<file path="src/rtl/netdma_mm_arbiter.sv">
// Shares one Avalon-MM master between a read-only and a write-only requester; commands and read data pass with zero latency.
// Backpressure: losers see waitrequest=1, a stalled grant is locked until accepted, and reads are masked at MAX_PENDING.
`timescale 1ns/1ps
module netdma_mm_arbiter #(
    parameter int ADDR_WIDTH  = 32,
    parameter int DATA_WIDTH  = 64,
    parameter int MAX_PENDING = 4,
    parameter int MAX_RUN     = 8,
    localparam int BE_W = DATA_WIDTH / 8,
    localparam int PW   = $clog2(MAX_PENDING + 1),
    localparam int RW   = $clog2(MAX_RUN + 1)
) (
    input  logic                  clk_i,
    input  logic                  rst_i,
    input  logic                  rd_read_i,
    input  logic [ADDR_WIDTH-1:0] rd_address_i,
    output logic                  rd_waitrequest_o,
    output logic [DATA_WIDTH-1:0] rd_readdata_o,
    output logic                  rd_readdatavalid_o,
    input  logic                  wr_write_i,
    input  logic [ADDR_WIDTH-1:0] wr_address_i,
    input  logic [DATA_WIDTH-1:0] wr_writedata_i,
    input  logic [BE_W-1:0]       wr_byteenable_i,
    output logic                  wr_waitrequest_o,
    output logic [ADDR_WIDTH-1:0] avm_address_o,
    output logic                  avm_read_o,
    output logic                  avm_write_o,
    output logic [DATA_WIDTH-1:0] avm_writedata_o,
    output logic [BE_W-1:0]       avm_byteenable_o,
    input  logic                  avm_waitrequest_i,
    input  logic [DATA_WIDTH-1:0] avm_readdata_i,
    input  logic                  avm_readdatavalid_i,
    output logic [PW-1:0]         rd_pending_o,
    output logic                  err_o
);
    typedef enum logic {OWN_RD = 1'b0, OWN_WR = 1'b1} owner_e;

    logic          lock_q, lock_d;
    owner_e        lock_owner_q, lock_owner_d;
    owner_e        last_q, last_d;
    logic [RW-1:0] run_q, run_d;
    logic [PW-1:0] pend_q, pend_d;
    logic          err_q, err_d;

    logic   rd_elig, wr_elig, gnt_vld, gnt_rd, gnt_wr;
    logic   accept, rd_accept, rsp_ok;
    owner_e gnt_own;

    // run_q==0 only right after reset, so the first tie goes to the side opposite last_q (RD)
    always_comb begin
        rd_elig = rd_read_i && (pend_q < PW'(MAX_PENDING));
        wr_elig = wr_write_i;
        gnt_vld = 1'b0;
        gnt_own = OWN_RD;
        if (rst_i) begin
            gnt_vld = 1'b0;
        end else if (lock_q) begin
            gnt_own = lock_owner_q;
            gnt_vld = (lock_owner_q == OWN_RD) ? rd_read_i : wr_write_i;
        end else if (rd_elig && wr_elig) begin
            gnt_vld = 1'b1;
            if (run_q != '0 && run_q < RW'(MAX_RUN)) begin
                gnt_own = last_q;
            end else begin
                gnt_own = (last_q == OWN_RD) ? OWN_WR : OWN_RD;
            end
        end else if (rd_elig) begin
            gnt_vld = 1'b1;
            gnt_own = OWN_RD;
        end else if (wr_elig) begin
            gnt_vld = 1'b1;
            gnt_own = OWN_WR;
        end
        gnt_rd = gnt_vld && (gnt_own == OWN_RD);
        gnt_wr = gnt_vld && (gnt_own == OWN_WR);
    end

    always_comb begin
        accept       = gnt_vld && !avm_waitrequest_i;
        rd_accept    = accept && gnt_rd;
        rsp_ok       = avm_readdatavalid_i && (pend_q != '0);
        lock_d       = gnt_vld && avm_waitrequest_i;
        lock_owner_d = lock_d ? gnt_own : lock_owner_q;
        last_d       = last_q;
        run_d        = run_q;
        if (accept) begin
            if (gnt_own == last_q) begin
                if (run_q < RW'(MAX_RUN)) begin
                    run_d = run_q + RW'(1);
                end
            end else begin
                run_d  = RW'(1);
                last_d = gnt_own;
            end
        end
        pend_d = pend_q;
        if (rd_accept && !rsp_ok) begin
            pend_d = pend_q + PW'(1);
        end else if (!rd_accept && rsp_ok) begin
            pend_d = pend_q - PW'(1);
        end
        err_d = err_q || (avm_readdatavalid_i && (pend_q == '0));
    end

    always_ff @(posedge clk_i) begin
        if (rst_i) begin
            lock_q       <= 1'b0;
            lock_owner_q <= OWN_RD;
            last_q       <= OWN_WR;
            run_q        <= '0;
            pend_q       <= '0;
            err_q        <= 1'b0;
        end else begin
            lock_q       <= lock_d;
            lock_owner_q <= lock_owner_d;
            last_q       <= last_d;
            run_q        <= run_d;
            pend_q       <= pend_d;
            err_q        <= err_d;
        end
    end

    always_comb begin
        avm_read_o       = gnt_rd;
        avm_write_o      = gnt_wr;
        avm_address_o    = '0;
        avm_writedata_o  = '0;
        avm_byteenable_o = '0;
        if (gnt_rd) begin
            avm_address_o    = rd_address_i;
            avm_byteenable_o = {BE_W{1'b1}};
        end else if (gnt_wr) begin
            avm_address_o    = wr_address_i;
            avm_writedata_o  = wr_writedata_i;
            avm_byteenable_o = wr_byteenable_i;
        end
    end

    assign rd_waitrequest_o   = !gnt_rd || avm_waitrequest_i;
    assign wr_waitrequest_o   = !gnt_wr || avm_waitrequest_i;
    assign rd_readdata_o      = avm_readdata_i;
    assign rd_readdatavalid_o = avm_readdatavalid_i;
    assign rd_pending_o       = pend_q;
    assign err_o              = err_q;
endmodule

</file>
<file path="config.mk">
export PLATFORM = sky130hd
export DESIGN_NAME = netdma_mm_arbiter
export DESIGN_NICKNAME = d
export VERILOG_FILES = /design/src/rtl/netdma_mm_arbiter.sv
export SDC_FILE = /design/constraint.sdc
export NUM_CORES = 1
export LEC_CHECK = 0
export ABC_AREA = 1
export ABC_CLOCK_PERIOD_IN_PS = 2700
export CAP_MARGIN = 40
export CORE_AREA = 2 2 150 152
export CTS_CLUSTER_SIZE = 10
export DETAILED_ROUTE_END_ITERATION = 8
export DIE_AREA = 0 0 152 154
export GPL_TIMING_DRIVEN = 0
export PLACE_DENSITY = 0.54
export SLEW_MARGIN = 20
export SYNTH_ARGS = -nofsm -noshare
export SYNTH_HDL_FRONTEND = slang
export SYNTH_SLANG_ARGS = --single-unit
</file>
<file path="constraint.sdc">
create_clock -name clk_i -period 2.7 [get_ports clk_i]
set_clock_uncertainty 0.15 [all_clocks]
set_input_delay 0.27 -clock clk_i [delete_from_list [all_inputs] [get_ports clk_i]]
set_output_delay 0.27 -clock clk_i [all_outputs]
set_load 0.02 [all_outputs]
</file>
== Word level (Yosys, flattened, before mapping) ==
Index checks and enable logic that the tools add are counted.
Cells by class
  add/sub/neg operators: 3
  $mul: 0
  div/mod/pow operators: 0
  $lt $le $gt $ge: 2
  eq/ne operators: 2
  shift-type cells: 0
  mux-type cells: 22
  bitwise logic cells: 2
  reductions and logical operators: 26
Operators by type and width (count)
  64-bit 2-to-1 mux: 2
  32-bit 2-to-1 mux: 2
  8-bit 2-to-1 mux: 2
  1-bit logical AND: 12
  1-bit 2-to-1 mux: 12
  4-bit 2-to-1 mux: 2
  3-bit 2-to-1 mux: 2
  1-bit zero test: 5
  4-bit by 1-bit adder with 4-bit output (second input constant): 1
  4-bit less-than comparator (second input constant): 1
  2-bit AND reduction: 2
  4-bit nonzero test: 1
  3-bit by 1-bit adder with 3-bit output (second input constant): 1
  3-bit zero test: 1
  1-bit logical OR: 3
  3-bit less-than comparator (second input constant): 1
  3-bit nonzero test: 1
  3-bit by 1-bit subtractor with 3-bit output (second input constant): 1
  2-bit by 1-bit inequality test with 1-bit output (second input constant): 1
  1-bit NOT: 2
  2-bit nonzero test: 1
  1-bit == test: 1
Word-level totals
  flip-flop bits (word level): 11
  latch bits: 0
  bits in writable memories: 0
  ROM bits: 0
  input port bits: 206
  output and inout bits: 177
  word-level logic and storage cells: 63
  memories kept: 0

== Logic depth before layout (Yosys ltp) ==
Gate-level depths: netlist of run 1.
  depth in word-level cells: 13
  depth in mapped cells: 18

== Least setup slack after synthesis of run 1 ==
No wires, ideal clock.
  path type: reg2reg
  start: register run_q[0]
  end: register pend_q[2] (netlist: rd_pending_o[2])
  library setup time: 0.122 ns
  arrival time: 2.300 ns
  data required time: 2.428 ns
  slack: 0.127 ns
  stages on the path, launching flop included: 19
  buffers on the path: 0
  clock period less this slack: 2.573 ns
  path through: dfxtp_1 > inv_1 > ha_1 > nand2_2 > nand2_1 > nand2_1 > nand3_1 > nand2_1 > nand2_2 > nand2_4 > nand2_1 > inv_1 > ha_1 > inv_1 > fa_1 > a21oi_1 > o21ai_0 > o21ai_0 > a21oi_1
Between the ends
  longest elaborated chain between the ends: 12
  elaborated cells on any way between the ends: 15
  those cells by class: order compare: 1; mux: 5; bitwise: 1; reduce/logical: 8
RTL lines
  start: declaration: line 41  | logic [RW-1:0] run_q, run_d;
  start signal: assignment: line 117  | run_q <= run_d;
  4-bit less-than comparator or 4-bit nonzero test (tied branches): line 62  | if (run_q != '0 && run_q < RW'(MAX_RUN)) begin
  1-bit logical AND *: line 62
  1-bit 2-to-1 mux *: line 62
  1-bit 2-to-1 mux *: line 60  | end else if (rd_elig && wr_elig) begin
  1-bit 2-to-1 mux *: line 57  | end else if (lock_q) begin
  1-bit 2-to-1 mux *: line 55  | if (rst_i) begin
  1-bit NOT *: line 74  | gnt_rd = gnt_vld && (gnt_own == OWN_RD);
  1-bit logical AND *: line 74
  1-bit logical AND *: line 80  | rd_accept = accept && gnt_rd;
  1-bit zero test: line 99  | end else if (!rd_accept && rsp_ok) begin
  1-bit logical AND: line 99
  2-bit nonzero test (no source line)
  end signal: assignment: line 118  | pend_q <= pend_d;
  end: declaration: line 42  | logic [PW-1:0] pend_q, pend_d;
Every way passes the cells marked *; elsewhere a longest branch is shown, timed or not.
A chain may end at the register's enable or synchronous reset.

== Final worst setup path of run 1 ==
  start: input port rd_read_i
  end: register pend_q[2] (netlist: rd_pending_o[2])
Between the ends
  longest elaborated chain between the ends: 11
  elaborated cells on any way between the ends: 20
  those cells by class: mux: 10; bitwise: 1; reduce/logical: 9
RTL lines
  start: declaration: line 15  | input logic rd_read_i,
  1-bit logical AND: line 51  | rd_elig = rd_read_i && (pend_q < PW'(MAX_PENDING));
  1-bit 2-to-1 mux or 1-bit logical AND (tied branches): line 67, 60
  1-bit 2-to-1 mux: line 60
  1-bit 2-to-1 mux: line 57
  1-bit 2-to-1 mux: line 55
  1-bit NOT: line 74
  1-bit logical AND: line 74
  1-bit logical AND *: line 80
  1-bit zero test: line 99
  1-bit logical AND: line 99
  2-bit nonzero test (no source line)
Marked as above.

==> impl_metrics.csv, run 1 <==
group,metric,value,unit
worst_setup_path,end_kind,"flip-flop",
placed_design,dpl.cell_count,942,
worst_setup_path,r2r_end,"rd_pending_o[2]$_SDFFE_PP0P_",
layout,utilization,24.99,%
worst_hold_path,hold_class,"input pin to flip-flop",
timing,fin_crit,2.560,ns
logic_synthesis,synthDistinctLibCells,22,
worst_setup_path,r2r_slack,0.18,ns
floorplanning,die-area,23410,um^2
logic_synthesis,syn_area_per_cell,6.103,um^2
status,status,"finished, final reports clean",
worst_hold_path,holdPathEnd,"run_q[1]$_SDFFE_PP0P_",
drt,wl_per_cell,13.27,um
clock_tree,cts_hold_buf,0,
logic_synthesis,synth_fa_ha_area_share,2.741,%
logic_synthesis,synth_seq_cells,11,
floorplanning,rows,54,
layout,final_cells,950,
timing,whs,0.2353,ns
timing,setup_tns,0,ns
clock_tree,clock-sinks,11,
worst_hold_path,hold_depth,2,
clock_tree,clk_latency,0.24,ns
logic_synthesis,synth-compound-area-share,17.76,%
logic_synthesis,ys_warn_count,0,
layout,syn_to_final_growth,158.1,%
floorplanning,die_h,154,um
clock_tree,htreeDepth,1,
floorplanning,initial_utilization,9.680,%
pwr,ir_worst_vdd,0.0004531,V
drt,num_vias,3113,
clock_tree,ctsRootBufferMaster,"clkbuf_16",
placed_design,place_congestion,0.7481,
timing,finalSetupViolCount,0,
logic_synthesis,synth_cells,344,
layout,fill_cells,2430,
layout,drive_gt1_share,29.55,%
floorplanning,core_area,21690,um^2
global_routing,grt_pass1_wl,18260,um
worst_setup_path,crit_required,2.68,ns
global_routing,gr-total-overflow,0,
logic_synthesis,synthSimpleGateAreaFrac,23.78,%
drt,route.detailed.drc,0,
logic_synthesis,synth_fp_nets,554,
logic_synthesis,seq_area_frac_synth,10.49,%
timing,rsz0062_at_grt,"true",
global_routing,grt.total_usage,9.711,%
job,maxCapViolations,0,
drt,ant_nets,0,
clock_tree,cts_buffer_depth,2,
drt,drt_wl_total,12610,um
timing,clock.fmax,0.3907,GHz
timing,relSlewSlack,78.16,%
worst_setup_path,rr_startpoint,"run_q[0]$_SDFFE_PP0P_",
logic_synthesis,syn-cell-area,2100,um^2
worst_setup_path,crit_fanout,5,
global_routing,antenna_found_initial,0,
worst_setup_path,worst_setup_path_start_kind,"input pin",
global_routing,grt_pass1_vias,3048,
worst_setup_path,critPathArrivalTime,2.54,ns
clock_tree,clk_pin_slew,0.04,ns
global_routing,grt_max_degree,11,
floorplanning,boundaryPins,383,
timing,hold_violations,0,
placed_design,place_hpwl,11130,um
logic_synthesis,synth_xor_area_share,1.251,%
floorplanning,die_w,152,um
layout,final_nets,881,
clock_tree,cts_buffers,3,
timing,min_period_over_period,94.81,%
drt,viasPerCell,3.277,
clock_tree,cts_tree,"built",
timing,final-max-slew-violation-count,0,
layout,diodes,0,
logic_synthesis,synthMuxAreaShare,0,%
drt,dr.pass1.iters,4,
drt,first_iter_violations,123,
pwr,p_leak,2.816,nW
worst_setup_path,criticalPathCategory,"input pin to flip-flop",
worst_hold_path,min_from,"rst_i",
logic_synthesis,synth_top_family_by_area,"buffers and inverters",
worst_setup_path,reg2regPathDepth,18,
pwr,power.density,325.4,nW/um^2
placed_design,io_buffers,318,
timing,worstMarginPinSlew,0.3266,ns
-- cells in the mapped netlist --
cell,count,share of area (%)
o31ai_1,1,0.36
dfxtp_1,11,10
nand2_4,2,1.1
nor2_1,71,13
fa_1,1,0.95
a21oi_1,9,2.1
inv_1,79,14
a22o_1,32,13
buf_2,3,0.71
inv_2,4,0.71
nand4_1,2,0.60
nand3_1,10,2.4
xor2_1,3,1.3
nand2_2,2,0.60
buf_6,9,4.8
nand2_1,25,4.5
nand3_2,1,0.48
buf_4,66,24
nor2_8,1,0.95
ha_1,3,1.8
nor2_4,1,0.54
o21ai_0,8,1.9
-- flip-flops by register name, indices dropped and copies added (netlist names) --
signal	count
run_q	4
lock_owner_q	1
last_q	1
err_o	1
rd_pending_o	3
lock_q	1
-- through the flow --
step | instance area, um^2 | power [mW] | setup WS, ns
global route | 5419 | 1.886 | -0.1004
CTS | 5670 | 1.801 | 0.005314
floorplan | 2100 | 0.8880 | 0.1274
detailed placement | 5633 | 1.580 | -0.4795
finish | 5419 | 1.763 | 0.1402
global placement | 5633 | 1.580 | -0.4935
-- worst max-delay path by stage --
stage                     startpoint                            to  slack, ns  cells after the start
5_1_grt        run_q[0]$_SDFFE_PP0P_  rd_pending_o[2]$_SDFFE_PP0P_      -0.10                     18
3_5_place_dp                   rst_i           avm_writedata_o[30]      -0.48                      8
4_1_cts        run_q[1]$_SDFFE_PP0P_           avm_writedata_o[52]      0.005                     13
2_1_floorplan  run_q[0]$_SDFFE_PP0P_  rd_pending_o[2]$_SDFFE_PP0P_       0.13                     18
6_report                   rd_read_i  rd_pending_o[2]$_SDFFE_PP0P_       0.14                     14
3_3_place_gp                   rst_i           avm_writedata_o[30]      -0.49                      8
-- cells in the final DEF (no fill, tap or decap), types with 2 or more instances in the layout --
master / instances
nand3_1: 10
inv_1: 78
nor2_1: 71
dfxtp_1: 9
a21oi_1: 9
clkdlybuf4s50_1: 210
dlygate4sd2_1: 9
nand4_1: 2
clkbuf_2: 27
buf_4: 70
o21ai_1: 2
o21ai_0: 6
nand2_2: 3
ha_1: 3
nand2_4: 2
clkdlybuf4s15_2: 18
buf_6: 13
clkbuf_16: 3
a22o_1: 32
xor2_1: 3
nand2_1: 24
buf_2: 49
inv_2: 3
-- timing repair --
item / CTS / global route
buffers inserted: 2 / 2
resized for setup: 279 / 101
setup endpoints to repair: 108 / 107
pin swaps: 1 / 3
-- logic make-up after synthesis --
family          count (synthesis)
simple gates                  115
buf+inv                       161
fa+ha+maj                       4
xor+xnor                        3
compound gates                 50
flops                          11
-- routing by layer --
| metal | part of all wire (%) | up-vias | track usage (%) | wire length (um) |
|---|---|---|---|---|
| met3 | 6.3 | 4 | 1.776 | 791 |
| li1 | - | 1626 | - | - |
| met5 | 0 | - | 0 | 0 |
| met2 | 48 | 155 | 16.45 | 6073 |
| met4 | 0.30 | 0 | 0.9346 | 38 |
| met1 | 45 | 1328 | 13.30 | 5708 |
-- power by group --
part / leakage (nW) / internal (mW) / total [mW] / switching [mW]
clock network: 0.0409 / 0.196 / 0.275 / 0.0781
logic: 2.68 / 0.628 / 1.25 / 0.618
registers: 0.0914 / 0.198 / 0.243 / 0.0448
total: 2.82 / 1.02 / 1.76 / 0.741
-- critical path, stage by stage --
cell	delay, ns
clkdlybuf4s50_1	0.45
inv_1	0.05
o21ai_0	0.19
nand3_2	0.22
nor2_4	0.21
nand2_2	0.09
inv_1	0.07
ha_1	0.13
inv_1	0.06
fa_1	0.38
a21oi_1	0.15
o21ai_1	0.10
o21ai_1	0.12
a21oi_1	0.05
-- final cells by class --
class | instances | area [um^2] | area share [%]
clock buffers | 3 | 75.07 | 1.385
well taps | 280 | 350.3 | 6.465
clock inverters | 1 | 5.005 | 0.09236
multi-input cells | 172 | 958.4 | 17.69
plain buffers | 78 | 639.4 | 11.80
flip-flops and latches | 11 | 225.2 | 4.156
inverters | 83 | 319.1 | 5.888
repair buffers | 322 | 2846 | 52.53
Power figures use the tool's default switching activity.
==> run 2, diff against run 1 <==
Settings changed: CORE_AREA 2 2 150 152 to 2 2 147 149, CTS_CLUSTER_SIZE 10 to 12, DIE_AREA 0 0 152 154 to 0 0 149 151, DONT_BUFFER_PORTS set to 1, PLACE_DENSITY 0.54 to 0.32.
==> impl_metrics.csv, run 2 (synthesis results as in run 1) <==
group,metric,value,unit
status,status,"finished, final reports clean",
global_routing,grt.total_usage,7.468,%
drt,ant_nets,0,
placed_design,place_congestion,0.8162,
worst_setup_path,reg2regPathDepth,12,
worst_setup_path,critPathArrivalTime,2.14,ns
layout,final_nets,562,
timing,clock.fmax,0.3912,GHz
global_routing,antenna_found_initial,0,
placed_design,io_buffers,0,
worst_setup_path,r2r_slack,0.16,ns
worst_hold_path,holdPathEnd,"lock_q$_SDFF_PP0_",
worst_setup_path,end_kind,"primary output",
clock_tree,cts_buffers,3,
clock_tree,cts_buffer_depth,2,
layout,regMostFlops,"run_q",
timing,min_period_over_period,94.67,%
clock_tree,clk_pin_slew,0.04,ns
floorplanning,die_h,151,um
job,maxCapViolations,0,
drt,viasPerCell,3.514,
worst_setup_path,critical_path.cell_chain,"inv_1, ha_1, nand2_2, nand2_1, nand2_1, nand3_1, nand2_1, nand2_2, nand2_4, buf_4, nand2_4, inv_4, buf_6, a22o_1",
floorplanning,initial_utilization,10.08,%
pwr,p_leak,1.426,nW
pwr,ir_worst_vdd,0.0003328,V
worst_setup_path,slowest_delay,0.35,ns
worst_hold_path,hold_depth,2,
pwr,power.density,484.7,nW/um^2
layout,final_cells,626,
worst_setup_path,rr_startpoint,"rd_pending_o[2]$_SDFFE_PP0P_",
drt,dr.pass1.iters,4,
layout,mostFrequentLayoutCells,"79 x inv_1, 68 x buf_4, 56 x nor2_2",
worst_setup_path,crit_fanout,10,
layout,drive_gt1_share,47.86,%
worst_setup_path,startpoint,"run_q[0]$_SDFFE_PP0P_",
worst_setup_path,cp_top_family,"simple AND/OR/NAND/NOR gates",
clock_tree,clock-sinks,11,
clock_tree,ctsRootBufferMaster,"clkbuf_16",
global_routing,grt_max_degree,11,
worst_setup_path,crit_slowest_cell,"dfxtp_2",
worst_hold_path,min_from,"avm_waitrequest_i",
layout,diodes,0,
worst_setup_path,criticalPathCategory,"flip-flop to primary output",
worst_setup_path,worst_setup_path_start_kind,"flip-flop",
drt,num_vias,2200,
layout,largest_reg_flops,4,
global_routing,grt_pass1_wl,12600,um
floorplanning,rows,53,
global_routing,gr-total-overflow,0,
floorplanning,core_area,20820,um^2
layout,final_common_cell,"inv_1",
worst_setup_path,path_buf_inv,4,
worst_hold_path,hold_class,"input pin to flip-flop",
clock_tree,clk_latency,0.24,ns
global_routing,grt_pass1_vias,1939,
floorplanning,boundaryPins,383,
timing,whs,0.05196,ns
drt,drt_wl_total,10410,um
layout,syn_to_final_growth,30.87,%
placed_design,place_hpwl,9413,um
timing,final-max-slew-violation-count,0,
drt,route.detailed.drc,0,
drt,wl_per_cell,16.64,um
floorplanning,die-area,22500,um^2
timing,hold_violations,0,
timing,relSlewSlack,67.40,%
layout,utilization,13.20,%
worst_setup_path,crit_top_cell,"nand2_1",
drt,first_iter_violations,111,
timing,finalSetupViolCount,0,
timing,worstMarginPinSlew,0.4872,ns
clock_tree,cts_tree,"built",
timing,fin_crit,2.556,ns
worst_setup_path,r2r_end,"rd_pending_o[2]$_SDFFE_PP0P_",
floorplanning,die_w,149,um
clock_tree,htreeDepth,1,
placed_design,dpl.cell_count,619,
worst_setup_path,crit_required,2.28,ns
-- run 2: worst max-delay path by stage --
stage | endpoint | slack [ns] | cells after the start
after floorplan | rd_pending_o[2]$_SDFFE_PP0P_ | 0.13 | 18
after global placement | rd_pending_o[2]$_SDFFE_PP0P_ | -0.08 | 18
after detailed placement | rd_pending_o[2]$_SDFFE_PP0P_ | -0.09 | 18
after CTS | avm_writedata_o[52] | -0.07 | 12
after global routing | rd_pending_o[2]$_SDFFE_PP0P_ | -0.03 | 18
final | avm_address_o[17] | 0.14 | 14
-- run 2: stage by stage --
step	worst slack [ns]	cell area [um^2]	TNS, ns	power, mW
final	0.1438	2748	0	1.332
after global routing	-0.03195	2748	-0.1192	1.418
after CTS	-0.06738	2577	-0.1630	1.296
after detailed placement	-0.09068	2444	-0.09068	1.008
after global placement	-0.08101	2444	-0.08101	1.004
after floorplan	0.1274	2100	0	0.8880
-- run 2: repair_timing --
item,CTS,global route
gates resized for setup,18,64
buffers inserted,0,2
gates cloned,0,0
hold buffers,1,0
endpoints found under the setup margin,15,100
endpoints found under the hold margin,5,0
-- run 2: layout make-up --
type / instances / area (um^2)
well taps: 275 / 344.1
clock buffers: 4 / 78.83
flip-flops and latches: 11 / 222.7
multi-input cells: 172 / 1151
inverters: 83 / 314.1
plain buffers: 78 / 611.8
repair buffers: 3 / 25.02
fillers: 2440 / 18070
-- run 2: report_power, final --
| part | switching, mW | internal (mW) |
|---|---|---|
| Clock | 0.0764 | 0.199 |
| Combinational | 0.529 | 0.248 |
| Sequential | 0.0819 | 0.198 |
| Total | 0.687 | 0.645 |
-- run 2: worst reg2reg max path, delay by kind of cell (launching register included) --
family	cells	cell delay, ns
adders and majority gates	2	0.50
DFF	1	0.41
and+or+nand+nor	3	0.55
buffers and inverters	2	0.15
AOI/OAI and AO/OA	5	0.67
-- run 2: metal layers --
metal | vias up | routed length [um] | global-route usage [%]
met1 | 1047 | 4095 | 10.21
met3 | 2 | 864 | 1.145
met4 | 0 | 16 | 0.8571
met2 | 160 | 5437 | 12.79
met5 | - | 0 | 0
li1 | 991 | - | -
